<file path="config.mk">
export PLATFORM = sky130hd
export DESIGN_NAME = fetch_unit
export DESIGN_NICKNAME = d
export VERILOG_FILES = /design/src/rtl/riscv_pkg.sv /design/src/rtl/fetch_fifo.sv /design/src/rtl/fetch_unit.sv
export SDC_FILE = /design/constraint.sdc
export NUM_CORES = 1
export LEC_CHECK = 0
export ABC_CLOCK_PERIOD_IN_PS = 7580
export CORE_MARGIN = 2
export CORE_UTILIZATION = 50
export CTS_CLUSTER_DIAMETER = 40
export DETAILED_ROUTE_END_ITERATION = 10
export PLACE_DENSITY = 0.86
export SYNTH_ARGS = -nofsm -noshare
export SYNTH_HDL_FRONTEND = slang
export SYNTH_SLANG_ARGS = --single-unit
</file>
<file path="constraint.sdc">
create_clock -name clk -period 7.58 [get_ports clk]
set_input_delay 0.758 -clock clk [delete_from_list [all_inputs] [get_ports clk]]
set_output_delay 0.758 -clock clk [all_outputs]
set_load 0.1 [all_outputs]
</file>
<file path="src/rtl/riscv_pkg.sv">
// rtl/riscv_pkg.sv - shared widths, reset vector and fetch entry type for the fetch stage
package riscv_pkg;

  localparam int XLEN = 32;
  localparam int ILEN = 32;

  localparam logic [XLEN-1:0] RESET_VECTOR = 32'h0000_0000;

  // One buffered instruction together with the PC it was fetched from.
  typedef struct packed {
    logic [ILEN-1:0] instr;
    logic [XLEN-1:0] pc;
  } fetch_entry_t;

endpackage

</file>
<file path="src/rtl/fetch_fifo.sv">
// rtl/fetch_fifo.sv - small synchronous FIFO with flush, registered head and occupancy count
module fetch_fifo #(
  parameter int WIDTH = 32,
  parameter int DEPTH = 2
) (
  input  logic                       clk,
  input  logic                       rst_n,
  input  logic                       push_i,
  input  logic [WIDTH-1:0]           push_data_i,
  input  logic                       pop_i,
  input  logic                       flush_i,
  output logic [WIDTH-1:0]           head_o,
  output logic [$clog2(DEPTH):0]     count_o,
  output logic                       full_o,
  output logic                       empty_o
);

  localparam int AW = $clog2(DEPTH);
  localparam int CW = AW + 1;

  logic [WIDTH-1:0] mem_q [DEPTH];
  logic [AW-1:0]    wr_ptr_q, wr_ptr_d;
  logic [AW-1:0]    rd_ptr_q, rd_ptr_d;
  logic [CW-1:0]    count_q, count_d;
  logic             do_push, do_pop;

  assign full_o  = (count_q == DEPTH[CW-1:0]);
  assign empty_o = (count_q == '0);
  assign count_o = count_q;
  assign head_o  = mem_q[rd_ptr_q];

  // Pop of an empty FIFO is ignored; a push into a full FIFO only lands when a pop frees the slot.
  assign do_pop  = pop_i && !empty_o;
  assign do_push = push_i && (!full_o || do_pop);

  // Pointer and count next-state; pointers wrap naturally because DEPTH is a power of two.
  always_comb begin
    wr_ptr_d = wr_ptr_q;
    rd_ptr_d = rd_ptr_q;
    count_d  = count_q;
    if (flush_i) begin
      wr_ptr_d = '0;
      rd_ptr_d = '0;
      count_d  = '0;
    end else begin
      if (do_push) wr_ptr_d = wr_ptr_q + AW'(1);
      if (do_pop)  rd_ptr_d = rd_ptr_q + AW'(1);
      count_d = count_q + CW'(do_push) - CW'(do_pop);
    end
  end

  // Pointer and count registers.
  always_ff @(posedge clk) begin
    if (!rst_n) begin
      wr_ptr_q <= '0;
      rd_ptr_q <= '0;
      count_q  <= '0;
    end else begin
      wr_ptr_q <= wr_ptr_d;
      rd_ptr_q <= rd_ptr_d;
      count_q  <= count_d;
    end
  end

  // Storage; cleared on reset so the head reads as zero until the first push.
  always_ff @(posedge clk) begin
    if (!rst_n) begin
      for (int i = 0; i < DEPTH; i++) mem_q[i] <= '0;
    end else if (do_push && !flush_i) begin
      mem_q[wr_ptr_q] <= push_data_i;
    end
  end

  overflow_a: assert property (@(posedge clk) disable iff (!rst_n)
    !(push_i && !flush_i && full_o && !pop_i));

endmodule

</file>
<file path="src/rtl/fetch_unit.sv">
// rtl/fetch_unit.sv - instruction fetch stage: PC, imem requests, tag queue and output buffer
module fetch_unit
  import riscv_pkg::*;
#(
  parameter logic [XLEN-1:0] RESET_PC   = RESET_VECTOR,
  parameter int              FIFO_DEPTH = 2
) (
  input  logic            clk,
  input  logic            rst_n,
  output logic            imem_req_valid,
  input  logic            imem_req_ready,
  output logic [XLEN-1:0] imem_req_addr,
  input  logic            imem_rsp_valid,
  input  logic [ILEN-1:0] imem_rsp_data,
  input  logic            redirect_valid,
  input  logic [XLEN-1:0] redirect_pc,
  output logic            out_valid,
  input  logic            out_ready,
  output logic [ILEN-1:0] out_instr,
  output logic [XLEN-1:0] out_pc
);

  localparam int CW = $clog2(FIFO_DEPTH) + 1;

  logic [XLEN-1:0] pc_q, pc_d;
  logic [CW-1:0]   drop_cnt_q, drop_cnt_d;
  logic [CW-1:0]   inflight, buf_count;
  logic [CW:0]     occupancy;
  logic [XLEN-1:0] tag_pc;
  logic            tag_full, tag_empty, buf_full, buf_empty;
  logic            req_fire, rsp_drop, buf_push, buf_pop;
  fetch_entry_t    head, push_entry;

  // inflight counts every outstanding request, stale or not, so it bounds tag queue usage.
  assign occupancy      = {1'b0, inflight} + {1'b0, buf_count};
  assign imem_req_valid = rst_n && !redirect_valid && (occupancy < FIFO_DEPTH[CW:0]);
  assign imem_req_addr  = pc_q;
  assign req_fire       = imem_req_valid && imem_req_ready;

  // A response is discarded while stale requests remain, or when a redirect lands the same cycle.
  assign rsp_drop   = redirect_valid || (drop_cnt_q != '0);
  assign buf_push   = imem_rsp_valid && !rsp_drop;
  assign buf_pop    = out_valid && out_ready;
  assign push_entry = '{instr: imem_rsp_data, pc: tag_pc};

  assign out_valid = rst_n && !buf_empty;
  assign out_instr = head.instr;
  assign out_pc    = head.pc;

  // PC and drop counter next-state; a redirect marks every outstanding request as stale.
  always_comb begin
    pc_d       = pc_q;
    drop_cnt_d = drop_cnt_q;
    if (redirect_valid) begin
      pc_d       = {redirect_pc[XLEN-1:2], 2'b00};
      drop_cnt_d = inflight - CW'(imem_rsp_valid);
    end else begin
      if (req_fire) pc_d = pc_q + XLEN'(4);
      if (imem_rsp_valid && (drop_cnt_q != '0)) drop_cnt_d = drop_cnt_q - CW'(1);
    end
  end

  // PC and drop counter registers.
  always_ff @(posedge clk) begin
    if (!rst_n) begin
      pc_q       <= RESET_PC;
      drop_cnt_q <= '0;
    end else begin
      pc_q       <= pc_d;
      drop_cnt_q <= drop_cnt_d;
    end
  end

  // PC of each accepted request, popped by its (possibly dropped) in-order response.
  fetch_fifo #(.WIDTH(XLEN), .DEPTH(FIFO_DEPTH)) u_tag_q (
    .clk         (clk),
    .rst_n       (rst_n),
    .push_i      (req_fire),
    .push_data_i (pc_q),
    .pop_i       (imem_rsp_valid),
    .flush_i     (1'b0),
    .head_o      (tag_pc),
    .count_o     (inflight),
    .full_o      (tag_full),
    .empty_o     (tag_empty)
  );

  // Instruction buffer presented to the decoder; flushed on redirect.
  fetch_fifo #(.WIDTH($bits(fetch_entry_t)), .DEPTH(FIFO_DEPTH)) u_buf_q (
    .clk         (clk),
    .rst_n       (rst_n),
    .push_i      (buf_push),
    .push_data_i (push_entry),
    .pop_i       (buf_pop),
    .flush_i     (redirect_valid),
    .head_o      (head),
    .count_o     (buf_count),
    .full_o      (buf_full),
    .empty_o     (buf_empty)
  );

  rsp_has_tag_a: assert property (@(posedge clk) disable iff (!rst_n)
    imem_rsp_valid |-> !tag_empty);
  req_has_room_a: assert property (@(posedge clk) disable iff (!rst_n)
    req_fire |-> !tag_full);
  buf_has_room_a: assert property (@(posedge clk) disable iff (!rst_n)
    (buf_push && buf_full) |-> buf_pop);

endmodule
</file>
==> results of run 1 <==
==> state kept, by name, indices dropped and copies added (netlist names), named ones only <==
name and flops:
u_buf_q.rd_ptr_q 1, u_tag_q.count_o 2, u_buf_q.count_o 2, u_tag_q.rd_ptr_q 1
u_buf_q.wr_ptr_q 1, u_tag_q.wr_ptr_q 1, drop_cnt_q 2, u_tag_q.mem_q 60
imem_req_addr 30, u_buf_q.mem_q 124
==> area by class of cell <==
type | instances | area (um2)
Multi-Input combinational cell | 537 | 3770
Timing Repair Buffer | 173 | 1700
Sequential cell | 226 | 6370
Tap cell | 270 | 338
Clock buffer | 30 | 687
Fill cell | 1496 | 7270
Inverter | 8 | 30.0
Clock inverter | 19 | 148
==> cell families after synthesis <==
family                   count (synthesis)
AO/OA/AOI/OAI                           73
XOR/XNOR                                18
adder cells (fa/ha/maj)                  8
buffers and inverters                   67
flip-flops                             226
multiplexers                            92
other                                    1
AND/OR/NAND/NOR                        342
==> worst max-delay path, stage by stage <==
cell and delay, ns:
clkdlybuf4s50_1 0.39, buf_4 0.26, nand2b_1 0.46, nor3_1 0.26
clkdlybuf4s50_1 1.18
==> power groups by stage <==
stage | Sequential (mW) | Clock (mW) | Combinational [mW]
CTS | 1.51 | 1.21 | 0.796
floorplan | 1.60 | 0 | 0.526
finish | 1.51 | 1.20 | 0.792
global placement | 1.53 | 0 | 0.779
detailed placement | 1.53 | 0 | 0.791
global route | 1.52 | 1.28 | 0.833
==> layer usage <==
metal / wire, um / vias to the layer above / track usage (%)
met3: 1850 / 50 / 4.33
met2: 10900 / 308 / 34.4
met4: 566 / 0 / 6.19
met1: 9690 / 3388 / 28.0
met5: 0 / - / 0
li1: - / 3315 / -
==> cells in the final DEF (no fill, tap or decap), types with 7 or more instances in the layout <==
| master | count |
|---|---|
| a21oi_1 | 11 |
| and2_1 | 100 |
| and3_1 | 38 |
| and4_1 | 12 |
| buf_4 | 12 |
| clkbuf_16 | 27 |
| clkdlybuf4s50_1 | 160 |
| dfxtp_1 | 41 |
| edfxtp_1 | 184 |
| ha_1 | 7 |
| inv_1 | 8 |
| mux2_2 | 62 |
| mux2i_1 | 30 |
| nand2_1 | 27 |
| nand2b_1 | 7 |
| nand3_1 | 19 |
| nand4_1 | 14 |
| nor2_1 | 74 |
| nor3_1 | 8 |
| o211a_1 | 7 |
| o21ai_0 | 26 |
| xnor2_1 | 14 |
==> final timing paths <==
path,to,cells after the start
setup / recovery,imem_req_valid,5
hold / removal,flip-flop,2
setup reg to reg,u_tag_q.mem_q[1][6],8
hold reg to reg,flip-flop,2
==> key figures, run 1 <==
Floorplanning
  – Chip width: 148 um
  – Die area: 21,900 um2
  – DIE HEIGHT: 148 um
  – Ports: 168
  – Row count: 52
  – Core Footprint: 20,300 um2
  – Initial Util: 51.1%

Critical path
  – Arrival time at the worst endpoint: 3.32 ns
  – Worst Setup SP: redirect_valid
  – WS Path Type: primary input to primary output
  – R2r startpoint: u_tag_q.count_o[0]
  – Worst reg2reg setup slack: 3.76 ns
  – Setup crit end kind: primary output
  – CP startpoint kind: primary input
  – CP required: 6.82 ns
  – Max FO, Critical Path: 38

STA
  – Rel. slew slack: 24.1%
  – Max frequency: 245 MHz
  – RSZ-0062 raised after global routing: no
  – Setup TNS: 0 ns
  – Slew @ Worst Pin: 1.14 ns
  – Setup violations, final: 0
  – Worst-case clock skew: 0.0170 ns
  – Tmin final: 4.07 ns
  – Max Slew Vio Count: 0
  – Hold Slack: 0.539 ns
  – Setup ws final: 3.51 ns
  – Final hold vios: 0
  – Period utilization: 53.8%

Global route
  – Total track usage: 20.8%
  – Number of global-route vias before repair: 7,046
  – First-pass GRT wire length: 36.8 mm
  – Global route total overflow: 0
  – Largest net degree at the start of global routing: 64
  – Antenna violations before repair: 0

Cells and area
  – Final cell count without fillers: 1,263
  – Final Core Density: 64.2%
  – P&R area growth vs syn: 25.6%
  – Final nets: 1,051
  – Fin area: 13,000 um2
  – Share of layout cells above drive strength 1: 13.2%
  – Antenna cells: 0

Pwr
  – Comb power frac: 22.6%
  – Sw frac: 32.2%
  – Seq pwr share: 43.1%
  – Clk pwr share: 34.3%
  – PwrDens: 269 nW/um2
  – Total power draw: 3.50 mW
  – Cell internal pwr: 2.37 mW
  – Peak VDD IR: 0.178 mV
  – P_leak: 4.85 nW
  – P_sw: 1.13 mW

Clock tree
  – Clk sinks: 226
  – Reg clk slew, reported paths: 0.06 ns
  – Setup bufs post-CTS: 0
  – Num CTS Buffers: 27
  – Hold Buf Count CTS: 0
  – TritonCTS clock tree: built
  – Worst skew pair latency: 0.53 ns
  – Clk Tree Root Cell: clkbuf_16
  – H-tree depth reported by CTS: 1
  – Post-cts resize count: 0
  – Clock tree buffer depth: 3

Place
  – Inst Count DP: 1,214
  – Area after DPL: 12,200 um2
  – GPL Wtd Cong: 0.861
  – DP Wirelength: 14.6 mm
  – DP Worst Slack: 3.53 ns
  – Port Buffers: 161

Run status
  – Outcome: completed

Synthesis
  – Adder-cell share of the synthesized area: 1.04%
  – Warnings from Yosys: 0
  – Commonest cells in the netlist: edfxtp_1, and2_1, nor2_1
  – Main combinational cell family by area after synthesis: simple AND/OR/NAND/NOR gates
  – Average size of a mapped cell: 12.5 um2
  – Yosys top cell by area: edfxtp_1
  – Cells after Synth: 827
  – Top-count cell post-synth: edfxtp_1
  – Top post-synthesis cells by area: edfxtp_1, dfxtp_1, mux2_2, and2_1, mux2i_1
  – Post-synth EDFFs: 184
  – Synthesized cell area: 10,400 um2
  – Xor/xnor share of the synthesized area: 1.52%
  – Post-synth ARST share: 0%
  – Synth Flop Type: edfxtp_1
  – Yosys reg bits: 226
  – Compound-cell area share of the yosys netlist: 4.65%
  – Register area share after synthesis: 61.3%
  – Synth Area in Simple Gates: 19.1%
  – Area share of the largest cell type after synthesis: 53.2%
  – Netlist cell types: 58
  – Mux contribution to synthesized area: 9.62%

Route
  – DR WL/cell: 18.2 um
  – WL final: 23.0 mm
  – DRC Markers: 0
  – Routed via count: 7,061
  – Post-route ant nets: 0
  – Initial DRC Count: 462
  – 1st-pass router iterations: 5
  – Via-per-instance ratio: 5.59

Job
  – Max Cap Viol: 0

Hold path
  – Worst hold path startpoint: u_buf_q.rd_ptr_q
  – Worst min-delay path class: flip-flop to flip-flop
(Power assumes the default switching activity.)
==> inputs of run 2 (changes only) <==
- ABC_CLOCK_PERIOD_IN_PS: 7580 -> 4000
- clock period: 7.58 -> 4 ns (I/O delays scaled with it)
==> run 2 against run 1 <==
  * Flip-flop and latch count did not move
  * Cell area grew 1.2%
  * Total power increased by 93%
  * Sequential share of layout area down 0.59 points
  * Highest routed layer unchanged
  * Combinational power rose by 93%
  * Clock power is 98% higher
  * Non-clock buffer count is 11 higher
  * Sequential power is 89% higher
  * Worst hold slack got worse by 0.050 ns
==> key figures, run 2 (synthesized netlist as in run 1, its figures left out) <==
Floorplanning
  – Ports: 168 (unchanged)
  – Core Footprint: 20,300 um2 (unchanged)
  – DIE HEIGHT: 148 um (unchanged)
  – Row count: 52 (unchanged)
  – Initial Util: 51.1% (unchanged)
  – Die area: 21,900 um2 (unchanged)
  – Chip width: 148 um (unchanged)

Global route
  – Number of global-route vias before repair: 7,117 (+1.0%)
  – Largest net degree at the start of global routing: 62 (-3.1%)
  – First-pass GRT wire length: 36.8 mm (+0.11%)
  – Antenna violations before repair: 0 (unchanged)
  – Global route total overflow: 0 (unchanged)
  – Total track usage: 21.0% (+0.18 points)

Pwr
  – PwrDens: 512 nW/um2 (+91%)
  – Total power draw: 6.76 mW (+93%)
  – Peak VDD IR: 0.393 mV (+120%)
  – Clk pwr share: 35.2% (+0.9 points)
  – Seq pwr share: 42.2% (-0.9 points)
  – Comb power frac: 22.6% (about the same)
  – Sw frac: 31.7% (-0.55 points)
  – P_leak: 4.93 nW (+1.7%)
  – P_sw: 2.14 mW (+90%)
  – Cell internal pwr: 4.62 mW (+95%)

Critical path
  – Worst path bufs/invs: 2 (-1)
  – Worst path top cell family by delay: buffers and inverters
  – Worst reg2reg setup slack: 1.10 ns (-2.66 ns)
  – Slowest-stage cell, CP: clkdlybuf4s50_1
  – CP required: 3.60 ns (-3.22 ns)
  – Slowest stage delay, CP: 0.99 ns (-0.19 ns)
  – Setup crit end kind: primary output
  – WS Path Type: flip-flop to primary output
  – Worst path cell trace: buf_4 > mux2_2 > clkdlybuf4s50_1
  – CP startpoint kind: flip-flop
  – Arrival time at the worst endpoint: 2.91 ns (-0.41 ns)
  – Max FO, Critical Path: 20 (-47%)

Cells and area
  – Commonest non-fill, non-tap cells in the layout: edfxtp_1, clkdlybuf4s50_1, and2_1
  – Share of layout cells above drive strength 1: 14.2% (+1.0 points)
  – FILL cells: 1,468 (-1.9%)
  – Max reg flops: 124 (unchanged)
  – Antenna cells: 0 (unchanged)
  – Final nets: 1,062 (+1.0%)
  – Commonest non-fill, non-tap cell in the layout: edfxtp_1
  – Most flop-heavy register: u_buf_q.mem_q
  – P&R area growth vs syn: 27.1%

Job
  – Max Cap Viol: 0 (unchanged)

STA
  – Tmin final: 3.31 ns
  – Final hold vios: 0 (unchanged)
  – Setup violations, final: 0 (unchanged)
  – Max Slew Vio Count: 0 (unchanged)
  – Slew @ Worst Pin: 1.04 ns (-0.0968 ns)
  – Setup TNS: 0 ns (unchanged)
  – Period utilization: 82.7%
  – Max frequency: 302 MHz
  – Worst-case clock skew: 0.0160 ns (-0.00103 ns)
  – RSZ-0062 raised after global routing: no
  – Rel. slew slack: 30.0% (+6.0 points)

Hold path
  – Worst min-delay path class: primary input to flip-flop

Run status
  – Outcome: completed

Route
  – Post-route ant nets: 0 (unchanged)
  – WL final: 23.4 mm (+1.5%)
  – 1st-pass router iterations: 5 (unchanged)
  – Initial DRC Count: 478 (+3.5%)
  – Routed via count: 7,088 (+0.38%)
  – DRC Markers: 0 (unchanged)
  – DR WL/cell: 18.3 um (+0.56%)
  – Via-per-instance ratio: 5.56 (-0.56%)

Clock tree
  – TritonCTS clock tree: built
  – Clock tree buffer depth: 3 (unchanged)
  – Num CTS Buffers: 27 (unchanged)
  – Clk Tree Root Cell: clkbuf_16
  – Clk sinks: 226 (unchanged)
  – H-tree depth reported by CTS: 1 (unchanged)
  – Reg clk slew, reported paths: 0.06 ns (about the same)
  – Post-cts resize count: 0 (unchanged)
  – Hold Buf Count CTS: 0 (unchanged)
  – Worst skew pair latency: 0.53 ns (about the same)
  – Setup bufs post-CTS: 0 (unchanged)

Place
  – DP Wirelength: 15.7 mm (+7.5%)
  – Port Buffers: 161 (unchanged)
  – GPL Wtd Cong: 0.902 (+4.8%)
-- run 2: path summary, 6_finish.rpt --
path	startpoint	cells past startpoint	to
setup / recovery	flip-flop	3	out_pc[11]
hold / removal	redirect_pc[3]	2	imem_req_addr[3]
setup reg to reg	u_tag_q.count_o[0]	8	u_tag_q.mem_q[1][27]
hold reg to reg	u_buf_q.rd_ptr_q	2	flip-flop
-- run 2: power by group through the flow --
| stage | Clock (mW) | Sequential (mW) | Combinational, mW |
|---|---|---|---|
| global route | 2.51 | 2.87 | 1.61 |
| CTS | 2.41 | 2.85 | 1.53 |
| global placement | 0 | 2.88 | 1.50 |
| finish | 2.38 | 2.85 | 1.53 |
| floorplan | 0 | 3.02 | 0.997 |
| detailed placement | 0 | 2.90 | 1.53 |
-- run 2: layout make-up --
class	instances	area, um2	share of cell area, %
sequential	226	6370	48.3
multi-input combinational	537	3760	28.5
timing repair buffer	184	1810	13.7
inverter	8	30.0	0.228
tap	270	338	2.56
clock inverter	16	163	1.23
clock buffer	34	722	5.47
-- run 2: through the flow --
stage	hold WS, ns	cells	instance area, um2	util (%)	setup slack [ns]
2_1_floorplan	0.481	830	10400	-	0.529
3_3_place_gp	0.503	1225	12300	60.6	1.12
3_5_place_dp	0.514	1225	12300	60.6	1.04
4_1_cts	0.473	1275	13200	65.0	0.637
5_1_grt	0.484	1275	13200	65.0	0.563
6_report	0.489	1275	13200	65.0	0.690
-- run 2: metal layers --
layer / wire [um] / global-route usage (%)
met4: 536 / 6.48
met3: 1650 / 4.29
met5: 0 / 0
met2: 11200 / 34.4
met1: 10000 / 28.5
==> inputs of run 3 (changes only) <==
- ABC_CLOCK_PERIOD_IN_PS: 4000 -> 2650
- CORE_UTILIZATION: 50 -> 49
- PLACE_DENSITY: 0.86 -> 0.88
- clock period: 4 -> 2.65 ns (I/O delays scaled with it)
==> run 3 against run 2 <==
  * Setup slack worse by 0.55 ns
  * Non-clock buffer count up 15
  * Sequential power up 51%
  * Count of clock-buffer cells in the layout down 2
  * Via count up 1.9%
  * Total power up 56%
==> key figures, run 3 (synthesized netlist as in run 1, its figures left out) <==
Pwr
  – Total power draw: 10.5 mW (+56%)
  – P_leak: 5.23 nW (+6.1%)
  – P_sw: 3.46 mW (+62%)
  – PwrDens: 791 nW/um2 (+54%)
  – Seq pwr share: 40.8% (-1.4 points)
  – Peak VDD IR: 0.555 mV (+41%)
  – Clk pwr share: 36.7% (+1.5 points)
  – Comb power frac: 22.6% (about the same)
  – Cell internal pwr: 7.05 mW (+53%)
  – Sw frac: 32.9% (+1.2 points)

Place
  – Port Buffers: 161 (unchanged)
  – Area after DPL: 12,300 um2 (about the same)
  – GPL Wtd Cong: 0.904 (+0.21%)
  – DP Wirelength: 15.5 mm (-1.3%)
  – Inst Count DP: 1,245 (+1.6%)

Cells and area
  – Max reg flops: 124 (unchanged)
  – Most flop-heavy register: u_buf_q.mem_q
  – P&R area growth vs syn: 28.1%
  – Commonest non-fill, non-tap cell in the layout: edfxtp_1
  – Final cell count without fillers: 1,301 (+2.0%)
  – FILL cells: 1,520 (+3.5%)
  – Fin area: 13,300 um2 (+0.81%)
  – Share of layout cells above drive strength 1: 25.7% (+12 points)
  – Commonest non-fill, non-tap cells in the layout: edfxtp_1, buf_4, and2_1
  – Antenna cells: 0 (unchanged)
  – Final Core Density: 63.7% (-1.3 points)
  – Final nets: 1,080 (+1.7%)
  – Area of the multi-input gates: 3780 um2 (+0.43%)
  – Reg area: 6370 um2 (unchanged)

Clock tree
  – Setup bufs post-CTS: 0 (unchanged)
  – Worst skew pair latency: 0.55 ns (+0.02 ns)
  – H-tree depth reported by CTS: 1 (unchanged)
  – Clk Tree Root Cell: clkbuf_16
  – Clock tree buffer depth: 3 (unchanged)
  – Reg clk slew, reported paths: 0.06 ns (about the same)
  – TritonCTS clock tree: built
  – Num CTS Buffers: 30 (+11%)
  – Clk sinks: 226 (unchanged)

STA
  – Final hold vios: 0 (unchanged)
  – RSZ-0062 raised after global routing: no
  – Worst-case clock skew: 0.0194 ns (+0.00342 ns)
  – Period utilization: 94.7%
  – Tmin final: 2.51 ns
  – Rel. slew slack: 59.0% (+29 points)
  – Max frequency: 398 MHz
  – Setup violations, final: 0 (unchanged)
  – Slew @ Worst Pin: 0.615 ns (-0.426 ns)
  – Setup TNS: 0 ns (unchanged)
  – Max Slew Vio Count: 0 (unchanged)

Hold path
  – Hold-critical path depth: 4 (+2)
  – Worst min-delay path class: primary input to flip-flop

Floorplanning
  – Row count: 53 (+1.9%)
  – Initial Util: 49.7% (-1.4 points)
  – Die area: 22,400 um2 (+2.0%)
  – Chip width: 150 um (+0.99%)
  – Ports: 168 (unchanged)
  – Core Footprint: 20,900 um2 (+2.9%)
  – DIE HEIGHT: 150 um (+0.99%)

Route
  – DR WL/cell: 17.8 um (-3.0%)
  – Post-route ant nets: 0 (unchanged)
  – WL final: 23.1 mm (-0.97%)
  – 1st-pass router iterations: 5 (unchanged)
  – Routed via count: 7,224 (+1.9%)
  – Via-per-instance ratio: 5.55 (-0.12%)
  – Initial DRC Count: 501 (+4.8%)
  – DRC Markers: 0 (unchanged)

Critical path
  – CP required: 3.08 ns (-0.52 ns)
  – WS Path Type: flip-flop to flip-flop
  – Max FO, Critical Path: 6 (-70%)
  – CP startpoint kind: flip-flop
  – Setup crit end kind: flip-flop
  – Worst Reg-to-Reg Cells: 7 (-1)
  – Arrival time at the worst endpoint: 2.94 ns (+0.03 ns)

Global route
  – Antenna violations before repair: 0 (unchanged)
  – GRT Max-Usage Layer: met2
  – Number of global-route vias before repair: 7,138 (+0.30%)
  – Largest net degree at the start of global routing: 43 (-31%)
  – First-pass GRT wire length: 36.6 mm (-0.77%)
  – Total track usage: 20.5% (-0.48 points)
  – GR Layer Usage met2: 35.0% (+0.65 points)
  – Global route total overflow: 0 (unchanged)
  – Met3 GRT Util: 3.93% (-0.36 points)
  – Met1 track demand over resource: 26.8% (-1.7 points)

Job
  – Max Cap Viol: 0 (unchanged)

Run status
  – Outcome: completed
run 3: repair_timing:
action | 4_1_cts | 5_1_grt
setup endpoints to repair | 0 | 90
hold endpoints to repair | 0 | 0
gates resized for setup | 0 | 2
hold buffers | 0 | 0
run 3: worst paths after layout:
path	slack [ns]	start	end
worst min register to register	0.53	u_tag_q.rd_ptr_q	flip-flop
worst min-delay path	0.23	rst_n	imem_req_addr[20]
worst max register to register	0.14	u_tag_q.count_o[0]	imem_req_addr[13]
worst max-delay path	0.14	u_tag_q.count_o[0]	imem_req_addr[13]
run 3: area by class of cell:
| cell class | instances | share of cell area [%] |
|---|---|---|
| sequential | 226 | 47.9 |
| clock inverter | 24 | 1.55 |
| tap | 275 | 2.59 |
| multi-input combinational | 537 | 28.4 |
| inverter | 8 | 0.226 |
| timing repair buffer | 199 | 13.5 |
| clock buffer | 32 | 5.86 |
run 3: critical path, cell delays in order (launching register included):
cell     delay (ns)
dfxtp_1        0.34
inv_1          0.09
nor2_1         0.13
fa_1           0.45
or3b_4         0.50
or4_4          0.56
nor4b_2        0.26
nor3b_1        0.07
run 3: power groups by stage:
stage | clock [mW] | sequential, mW | combinational, mW
after floorplan | 0 | 4.55 | 1.51
after global placement | 0 | 4.34 | 2.32
after detailed placement | 0 | 4.36 | 2.36
after CTS | 3.91 | 4.28 | 2.37
after global routing | 4.06 | 4.31 | 2.49
final | 3.86 | 4.29 | 2.37
run 3: per-layer routing:
layer	vias to the layer above	wire length [um]
met5	-	0
met4	0	496
met3	44	2060
met2	311	11100
met1	3475	9430
li1	3394	-
run 3: metrics by stage:
stage / setup WS, ns / hold slack [ns]
4_1_cts: 0.0258 / 0.208
6_report: 0.140 / 0.231
3_5_place_dp: 0.0252 / 0.528
5_1_grt: 0.00928 / 0.241
3_3_place_gp: 0.0924 / 0.518
2_1_floorplan: -0.412 / 0.403
